## config.mk

```make
export PLATFORM = sky130hd
export DESIGN_NAME = branch_predictor_flat
export DESIGN_NICKNAME = d
export VERILOG_FILES = /design/src/rtl/branch_predictor_if.sv /design/src/rtl/branch_predictor.sv /design/src/flat_wrapper.sv
export SDC_FILE = /design/constraint.sdc
export NUM_CORES = 2
export LEC_CHECK = 0
export ABC_CLOCK_PERIOD_IN_PS = 6100
export CAP_MARGIN = 20
export CORE_MARGIN = 3
export CORE_UTILIZATION = 45
export CTS_BUF_LIST = sky130_fd_sc_hd__clkbuf_4 sky130_fd_sc_hd__clkbuf_8
export CTS_CLUSTER_DIAMETER = 100
export DETAILED_ROUTE_END_ITERATION = 10
export PLACE_DENSITY = 0.59
export SLEW_MARGIN = 20
export SYNTH_ARGS = -nofsm -noshare
export SYNTH_HDL_FRONTEND = slang
export SYNTH_SLANG_ARGS = --single-unit
```

## constraint.sdc

```tcl
create_clock -name clk -period 6.1 [get_ports clk]
set_input_delay 1.22 -clock clk [delete_from_list [all_inputs] [get_ports clk]]
set_output_delay 1.22 -clock clk [all_outputs]
set_load 0.005 [all_outputs]
```

## src/rtl/branch_predictor_if.sv

```systemverilog
// Signal bundle between the pipeline (fetch/execute stages) and the branch
// predictor. The predictor takes the slave side; the pipeline drives master.
interface branch_predictor_if #(
  parameter int XLEN     = 32,
  parameter int CNT_BITS = 16
);
  // Fetch-stage lookup
  logic [XLEN-1:0]     PCF;
  logic                PredTakenF;
  logic [XLEN-1:0]     PredTargetF;

  // Execute-stage resolution
  logic                ValidE;
  logic [XLEN-1:0]     PCE;
  logic [1:0]          JumpE;
  logic [1:0]          BranchE;
  logic [1:0]          PCSrcE;
  logic [XLEN-1:0]     ActualTargetE;
  logic                PredTakenE;
  logic [XLEN-1:0]     PredTargetE;
  logic                MispredictE;
  logic [XLEN-1:0]     RedirectPCE;

  // Statistics
  logic [CNT_BITS-1:0] BranchCount;
  logic [CNT_BITS-1:0] MispredCount;

  modport slave (
    input  PCF, ValidE, PCE, JumpE, BranchE, PCSrcE, ActualTargetE,
           PredTakenE, PredTargetE,
    output PredTakenF, PredTargetF, MispredictE, RedirectPCE,
           BranchCount, MispredCount
  );

  modport master (
    output PCF, ValidE, PCE, JumpE, BranchE, PCSrcE, ActualTargetE,
           PredTakenE, PredTargetE,
    input  PredTakenF, PredTargetF, MispredictE, RedirectPCE,
           BranchCount, MispredCount
  );
endinterface

```

## src/rtl/branch_predictor.sv

```systemverilog
// Direct-mapped BTB with 2-bit saturating direction counters. Fetch looks up
// the next PC combinationally; execute checks the carried prediction against
// the resolved outcome, raises a redirect on mismatch and trains the table.
// The interface instance must use the same XLEN/CNT_BITS as this module.
module branch_predictor #(
  parameter int XLEN     = 32,
  parameter int IDX_BITS = 4,
  parameter int CNT_BITS = 16
) (
  input  logic              clk,
  input  logic              rst,   // asynchronous, active-low
  branch_predictor_if.slave bp
);

  localparam int TAG_BITS = XLEN - IDX_BITS - 2;
  localparam int ENTRIES  = 1 << IDX_BITS;

  typedef struct packed {
    logic                valid;
    logic [TAG_BITS-1:0] tag;
    logic [XLEN-1:0]     target;
    logic [1:0]          ctr;
  } entry_t;

  entry_t              btb_q [ENTRIES];
  entry_t              entry_d;
  logic                wr_en_d;
  logic [CNT_BITS-1:0] branch_cnt_q;
  logic [CNT_BITS-1:0] mispred_cnt_q;

  // ---------------------------------------------------------------- fetch
  logic [IDX_BITS-1:0] idx_f;
  logic [TAG_BITS-1:0] tag_f;
  entry_t              entry_f;
  logic                hit_f;

  assign idx_f   = bp.PCF[IDX_BITS+1:2];
  assign tag_f   = bp.PCF[XLEN-1:IDX_BITS+2];
  assign entry_f = btb_q[idx_f];
  assign hit_f   = entry_f.valid && (entry_f.tag == tag_f);

  assign bp.PredTakenF  = hit_f && entry_f.ctr[1];
  assign bp.PredTargetF = hit_f ? entry_f.target : '0;

  // Instructions are word aligned, so the byte offset never selects an entry.
  logic unused_pcf_lsb;
  assign unused_pcf_lsb = ^bp.PCF[1:0];

  // -------------------------------------------------------------- execute
  logic [IDX_BITS-1:0] idx_e;
  logic [TAG_BITS-1:0] tag_e;
  entry_t              entry_e;
  logic                hit_e;
  logic                is_ctrl_e;
  logic                res_e;
  logic                taken_e;
  logic                target_wrong_e;

  assign idx_e   = bp.PCE[IDX_BITS+1:2];
  assign tag_e   = bp.PCE[XLEN-1:IDX_BITS+2];
  assign entry_e = btb_q[idx_e];
  assign hit_e   = entry_e.valid && (entry_e.tag == tag_e);

  assign is_ctrl_e = (bp.JumpE != 2'b00) || (bp.BranchE != 2'b00);
  assign res_e     = bp.ValidE && is_ctrl_e;
  // A non-control instruction is never taken, whatever PCSrcE says; a stale
  // aliased prediction on it therefore shows up as a direction mispredict.
  assign taken_e   = res_e && (bp.PCSrcE != 2'b00);

  assign target_wrong_e = taken_e && bp.PredTakenE &&
                          (bp.PredTargetE != bp.ActualTargetE);

  assign bp.MispredictE = bp.ValidE &&
                          ((bp.PredTakenE != taken_e) || target_wrong_e);
  assign bp.RedirectPCE = taken_e ? bp.ActualTargetE : bp.PCE + XLEN'(4);

  // Compute the trained version of the execute-stage entry and whether to write it.
  always_comb begin
    // NOTE: every output of a combinational block gets a default first, so no
    // path leaves it unassigned and no latch is inferred.
    entry_d = entry_e;
    wr_en_d = 1'b0;
    if (res_e) begin
      if (hit_e) begin
        wr_en_d = 1'b1;
        if (taken_e) begin
          if (entry_e.ctr != 2'b11) entry_d.ctr = entry_e.ctr + 2'd1;
          entry_d.target = bp.ActualTargetE;
        end else if (entry_e.ctr != 2'b00) begin
          entry_d.ctr = entry_e.ctr - 2'd1;
        end
      end else if (taken_e) begin
        wr_en_d = 1'b1;
        entry_d = '{valid: 1'b1, tag: tag_e, target: bp.ActualTargetE, ctr: 2'b10};
      end
    end else if (bp.ValidE && hit_e) begin
      // A real non-branch hit this entry: it is an alias, drop it.
      wr_en_d       = 1'b1;
      entry_d.valid = 1'b0;
    end
  end

  // Table storage: cleared on reset, one entry written per cycle at the PCE index.
  always_ff @(posedge clk or negedge rst) begin
    if (!rst) begin
      // NOTE: the table is reset because stale valid bits would otherwise
      // produce predictions straight out of reset; 16 entries make this cheap.
      for (int i = 0; i < ENTRIES; i++) begin
        btb_q[i] <= '{valid: 1'b0, tag: '0, target: '0, ctr: 2'b01};
      end
    end else if (wr_en_d) begin
      // NOTE: sequential state uses non-blocking assignments so the same-edge
      // fetch lookup still sees the pre-edge table (no bypass).
      btb_q[idx_e] <= entry_d;
    end
  end

  // Saturating statistics counters.
  always_ff @(posedge clk or negedge rst) begin
    if (!rst) begin
      branch_cnt_q  <= '0;
      mispred_cnt_q <= '0;
    end else begin
      if (res_e && (branch_cnt_q != '1)) begin
        branch_cnt_q <= branch_cnt_q + CNT_BITS'(1);
      end
      if (bp.MispredictE && (mispred_cnt_q != '1)) begin
        mispred_cnt_q <= mispred_cnt_q + CNT_BITS'(1);
      end
    end
  end

  assign bp.BranchCount  = branch_cnt_q;
  assign bp.MispredCount = mispred_cnt_q;

endmodule

```

## src/flat_wrapper.sv

```systemverilog
// flat-port wrapper written by rule: the top's interface ports become plain ports
module branch_predictor_flat 
#(
  parameter int XLEN     = 32,
  parameter int IDX_BITS = 4,
  parameter int CNT_BITS = 16
)
  (clk, rst, bp_PCF, bp_ValidE, bp_PCE, bp_JumpE, bp_BranchE, bp_PCSrcE, bp_ActualTargetE, bp_PredTakenE, bp_PredTargetE, bp_PredTakenF, bp_PredTargetF, bp_MispredictE, bp_RedirectPCE, bp_BranchCount, bp_MispredCount);
  branch_predictor_if #(.XLEN(XLEN), .CNT_BITS(CNT_BITS)) bp_i ();
  input  logic clk;
  input  logic rst;
  input wire logic [$bits(bp_i.PCF)-1:0] bp_PCF;
  input wire logic [$bits(bp_i.ValidE)-1:0] bp_ValidE;
  input wire logic [$bits(bp_i.PCE)-1:0] bp_PCE;
  input wire logic [$bits(bp_i.JumpE)-1:0] bp_JumpE;
  input wire logic [$bits(bp_i.BranchE)-1:0] bp_BranchE;
  input wire logic [$bits(bp_i.PCSrcE)-1:0] bp_PCSrcE;
  input wire logic [$bits(bp_i.ActualTargetE)-1:0] bp_ActualTargetE;
  input wire logic [$bits(bp_i.PredTakenE)-1:0] bp_PredTakenE;
  input wire logic [$bits(bp_i.PredTargetE)-1:0] bp_PredTargetE;
  output wire logic [$bits(bp_i.PredTakenF)-1:0] bp_PredTakenF;
  output wire logic [$bits(bp_i.PredTargetF)-1:0] bp_PredTargetF;
  output wire logic [$bits(bp_i.MispredictE)-1:0] bp_MispredictE;
  output wire logic [$bits(bp_i.RedirectPCE)-1:0] bp_RedirectPCE;
  output wire logic [$bits(bp_i.BranchCount)-1:0] bp_BranchCount;
  output wire logic [$bits(bp_i.MispredCount)-1:0] bp_MispredCount;
  assign bp_i.PCF = bp_PCF;
  assign bp_i.ValidE = bp_ValidE;
  assign bp_i.PCE = bp_PCE;
  assign bp_i.JumpE = bp_JumpE;
  assign bp_i.BranchE = bp_BranchE;
  assign bp_i.PCSrcE = bp_PCSrcE;
  assign bp_i.ActualTargetE = bp_ActualTargetE;
  assign bp_i.PredTakenE = bp_PredTakenE;
  assign bp_i.PredTargetE = bp_PredTargetE;
  assign bp_PredTakenF = bp_i.PredTakenF;
  assign bp_PredTargetF = bp_i.PredTargetF;
  assign bp_MispredictE = bp_i.MispredictE;
  assign bp_RedirectPCE = bp_i.RedirectPCE;
  assign bp_BranchCount = bp_i.BranchCount;
  assign bp_MispredCount = bp_i.MispredCount;
  branch_predictor #(.XLEN(XLEN), .IDX_BITS(IDX_BITS), .CNT_BITS(CNT_BITS)) u_core (.clk(clk), .rst(rst), .bp(bp_i));
endmodule
```

Yosys cells after proc, flatten, opt, wreduce, memory -nomap -nowiden
Cells that the tools add are included.
{ "word_totals": {"register_bits": 1008, "wordCells": 126} }
{ "op_classes": {"add_sub_neg": 5, "magnitude_cmp": 3, "n_eq_ne": 7, "mux": 25, "n_bitwise": 2, "reduce_logical": 18} }
{ "ops": {"columns": ["operator", "n"], "rows": [
  ["$bwmux W976", 1],
  ["$bmux W61 S4", 2],
  ["$mux W61", 6],
  ["$demux W61 S4", 1],
  ["$mux W32", 3],
  ["$mux W60", 1],
  ["$eq A26 B26 Y1", 2],
  ["$mux W34", 1],
  ["$add A16 B1 Y16 const B", 2],
  ["$add A32 B3 Y32 const B", 1],
  ["$ne A16 B16 Y1 const B", 2],
  ["$ne A32 B32 Y1", 1],
  ["$mux W27", 1],
  ["$logic_and A1 B1 Y1", 12],
  ["$ge A5 B5 Y1 const B", 2],
  ["$not A4 Y5", 2],
  ["$reduce_bool A2 Y1", 4],
  ["$mux W1", 6],
  ["$mux W2", 3],
  ["$lt A5 B1 Y1 const B", 1],
  ["$add A2 B1 Y2 const B", 1],
  ["$logic_or A1 B1 Y1", 2],
  ["$ne A2 B2 Y1 const B", 1],
  ["$sub A2 B1 Y2 const B", 1],
  ["$ne A1 B1 Y1", 1]
]} }

Longest topological paths before layout
{ "logic_depth": {"depth_word": 10, "ltp_mapped": 17} }

Worst setup path before layout
Ideal clock, no wire load.
{ "synth_path": {"kind": "input-to-output", "startpoint": "input port bp_PCF[2]", "endpoint": "output port bp_PredTargetF[10]", "arrival_ns": 4.424, "slack_ns": 0.456, "cell_stages": 10, "path_buffers": 4, "cell_sequence": "clkbuf_1 buf_1 buf_1 mux4_2 mux4_2 xor2_1 nor4_1 nand4_1 clkbuf_1 nor2b_1"} }
{ "synth_between": {"elab_chain_cells": 7} }
{ "synth_rtl": {"columns": ["item", "line", "rtl"], "rows": [
  ["start, declared", "flat_wrapper.sv:12", "input wire logic [$bits(bp_i.PCF)-1:0] bp_PCF;"],
  ["$not A4 Y5 (not written as such) (*)", "branch_predictor.sv:39", "assign entry_f = btb_q[idx_f];"],
  ["$bmux W61 S4 (*)", "branch_predictor.sv:39", null],
  ["$mux W61 (not written as such) (*) (2 in series)", "branch_predictor.sv:39", null],
  ["$eq A26 B26 Y1", "branch_predictor.sv:40", "assign hit_f = entry_f.valid && (entry_f.tag == tag_f);"],
  ["$logic_and A1 B1 Y1", "branch_predictor.sv:40", null],
  ["$mux W32 (*)", "branch_predictor.sv:43", "assign bp.PredTargetF = hit_f ? entry_f.target : '0;"],
  ["end, declared", "flat_wrapper.sv:22", "output wire logic [$bits(bp_i.PredTargetF)-1:0] bp_PredTargetF;"]
]} }
Mark *: on every way between the ends. The rest lies on a longest branch, timed or not. The select of a mux whose other input is x is not followed.

Final worst setup path
{ "layout_path": {"startpoint": "input port bp_PCF[2]", "endpoint": "output port bp_PredTakenF"} }
{ "layout_between": {"elab_chain_cells": 7} }
{ "layout_rtl": {"columns": ["item", "line", "rtl"], "rows": [
  ["$not A4 Y5 (not written as such) (*)", "branch_predictor.sv:39", null],
  ["$bmux W61 S4 (*)", "branch_predictor.sv:39", null],
  ["$mux W61 (not written as such) (*) (2 in series)", "branch_predictor.sv:39", null],
  ["$eq A26 B26 Y1", "branch_predictor.sv:40", null],
  ["$logic_and A1 B1 Y1", "branch_predictor.sv:40", null],
  ["$logic_and A1 B1 Y1 (*)", "branch_predictor.sv:42", "assign bp.PredTakenF = hit_f && entry_f.ctr[1];"],
  ["end, declared", "flat_wrapper.sv:21", "output wire logic [$bits(bp_i.PredTakenF)-1:0] bp_PredTakenF;"]
]} }
Marked as above.

==> flow_metrics.py <==
metrics = {
    "logic_synthesis": {
        "synth_cells": 3709,
        "synth.distinct_cells": 73,
        "avgSynthCellArea_um2": 15.2,
        "synth_nets": 3854,
        "synth_edf_count": 0,
        "ys.flop_type": "dfrtp_1",
        "synth_area_mm2": 0.0562,
        "synth-seq-cells": 1008,
        "yosys_warnings": 0,
        "seq_area_frac_synth_pct": 44.9,
        "synth_async_sr_flop_share_pct": 100,
    },
    "sta": {
        "timing_hold_violations_final": 0,
        "tightestPinTransition_ns": 0.985,
        "fin_crit_ns": 6.09,
        "period_share_pct": 99.8,
        "setup_ws_ns": 0.0123,
        "rsz0062_at_grt": "yes",
        "setup_viol_count_final": 0,
        "max_freq_ghz": 0.164,
        "slew_violations": 0,
        "finClkSkew_ns": 0.0414,
        "slew_headroom_pct": 34.1,
    },
    "clock_tree": {
        "cts_tree": "built",
        "clk_pin_slew_ns": 0.06,
        "clock_latency_ns": 0.92,
        "clock-root-buffer": "clkbuf_8",
        "clk_path_buf_depth": 3,
        "clock-sinks": 1008,
        "cts_buffers": 177,
        "htreeDepth": 4,
    },
    "cells_and_area": {
        "final_common_cell": "dfrtp_1",
        "mostFrequentLayoutCells": "dfrtp_1 (992), mux2_2 (622), mux4_2 (558), mux2_1 (366), clkbuf_8 (226)",
        "fin_nets": 4151,
        "synthToLayoutAreaGrowth_pct": 16.4,
        "layout-drive-gt1-share_pct": 43.4,
        "fin_cells": 5796,
    },
    "critical_path": {
        "reg2reg_slack_ns": 1.60,
        "critical_path_required_ns": 4.88,
        "arrival_ns": 4.87,
        "start_kind": "input port",
        "critPathMaxFanout": 7,
        "r2r.worst_path.cells": 11,
        "r2r-end": "u_core.btb_q[49]",
        "worstSetupEndpointType": "output port",
        "regToRegStartpoint": "u_core.btb_q[348]",
        "path_class": "in2out",
    },
    "floorplan": {
        "dieWidth_um": 359,
        "boundaryPins": 236,
        "core-area_mm2": 0.124,
        "die_h_um": 359,
        "die-area_mm2": 0.129,
        "start_util_pct": 45.4,
        "rows": 129,
    },
    "global_routing": {
        "grt_pass1_wl_um": 264000,
        "grt-ovfl-total": 0,
        "grt_pass1_vias": 37418,
        "antenna_found_initial": 9,
        "grt_usage_pct": 27.6,
        "grt_max_degree": 143,
        "gr-max-usage-layer": "met2",
        "grt_use_met3_pct": 6.40,
        "gr-usage-met1_pct": 38.6,
        "grt_util_met2_pct": 42.8,
    },
    "placement": {
        "dp.cells": 5446,
        "dp_hpwl_um": 113000,
        "io_buffers": 233,
        "place.gp.congestion": 0.969,
        "dp_slack_ns": -0.270,
    },
    "detailed_routing": {
        "first_iter_violations": 2951,
        "vias": 36296,
        "wl_per_cell_um": 30.8,
        "drt_wl_total_um": 178000,
        "postRouteAntennaNets": 0,
        "via_per_inst": 6.26,
        "drt_pass1_iterations": 5,
        "drc": 0,
    },
    "job": {
        "max_cap_viol_count": 0,
    },
    "outcome": {
        "status": "completed",
    },
    "hold_path": {
        "hold_path.class": "in2async",
    },
    "pwr": {
        "max-vdd-ir-drop_v": 0.000225,
        "p_per_area_mw_per_mm2": 327,
        "p_leak_nw": 28.8,
    },
}
## synthesized netlist by cell type (41+ instances only)
cell | n | area, um^2
xnor2_1 | 98 | 858
mux2i_1 | 68 | 681
nor2b_1 | 45 | 282
clkbuf_1 | 141 | 529
buf_6 | 57 | 642
buf_1 | 50 | 188
nand2_1 | 164 | 616
mux2_1 | 366 | 4120
buf_2 | 69 | 345
mux4_2 | 558 | 12600
o21ai_0 | 68 | 340
dfrtp_1 | 992 | 24800
mux2_2 | 622 | 7000
nor2_1 | 41 | 154
## how the worst max path moves through the flow
stage               startpoint            endpoint  slack [ns]  cells after the start
floorplan            bp_PCF[2]  bp_PredTargetF[10]        0.46                     10
global route         bp_PCF[2]   bp_PredTargetF[0]       -0.06                     14
global placement     bp_PCF[2]  bp_PredTargetF[30]       -0.23                     13
CTS                  bp_PCF[2]   bp_PredTargetF[1]     0.00008                     14
detailed placement   bp_PCF[2]  bp_PredTargetF[30]       -0.27                     13
finish               bp_PCF[2]       bp_PredTakenF        0.01                     14
## power breakdown
group          switching [mW]  internal, mW  total (mW)
clock                    2.97          3.80        6.77
combinational            2.26          3.07        5.33
sequential               1.12          8.20        9.31
total                    6.34          15.1        21.4
## cell type report
class / count / area, um^2
diodes: 6 / 15.0
clock buffers: 287 / 3560
clock inverters: 39 / 320
fillers: 10364 / 58400
inverters: 33 / 124
multi-input cells: 2331 / 29100
flip-flops and latches: 1008 / 25200
well taps: 1637 / 2050
repair buffers: 455 / 4960
## registers in the layout, summed over array words and instances (netlist names)
register	flops
u_core.bp.MispredCount	16
u_core.bp.BranchCount	16
u_core.btb_q	976
## critical path: stages
cell	delay, ns
buf_16	0.10
buf_12	0.15
clkbuf_16	0.18
mux4_2	0.49
mux4_2	0.50
xnor2_2	0.25
nand4_1	0.24
nor4_4	0.31
buf_4	0.17
nand4_1	0.17
buf_4	0.24
clkbuf_16	0.18
nor2b_1	0.11
clkdlybuf4s50_1	0.52
## timing repair
action	CTS	global route
cloned	2	3
hold buffers	0	0
buffers inserted	3	10
pin swaps	2	4
setup endpoints to repair	33	26
resized for setup	16	27
## per-stage QoR
stage	hold slack [ns]	TNS (ns)	cell area (um^2)	utilization [%]	total power, mW
2_1_floorplan	0.470	0	56200	-	12.8
3_5_place_dp	0.489	-6.10	61100	49.3	14.7
5_1_grt	0.386	-0.329	65400	52.8	22.5
3_3_place_gp	0.480	-5.47	61000	49.3	14.5
6_report	0.355	0	65400	52.8	21.4
4_1_cts	0.298	0	65100	52.6	21.5
## layer usage
metal / vias up / share of wire [%] / wire length, um
li1: 14933 / - / -
met1: 19746 / 43 / 76400
met2: 1306 / 47 / 83300
met3: 307 / 7.2 / 12900
met4: 4 / 3.2 / 5790
met5: - / 0.014 / 25
## cell families (layout without fill, tap and decap cells)
family                     after synthesis  in the layout  share of synthesized area [%]
buffers and inverters                  370            814                           3.49
AOI/OAI and AO/OA                      194            194                           2.40
muxes                                 1614           1614                           43.4
and+or+nand+nor                        380            380                           3.55
DFF                                   1008           1008                           44.9
xor gates and xnor gates               135            135                           2.10
adders and majority gates                8              8                          0.174
other                                    0              6                              0
No activity file was read; power rests on OpenSTA's default activity.
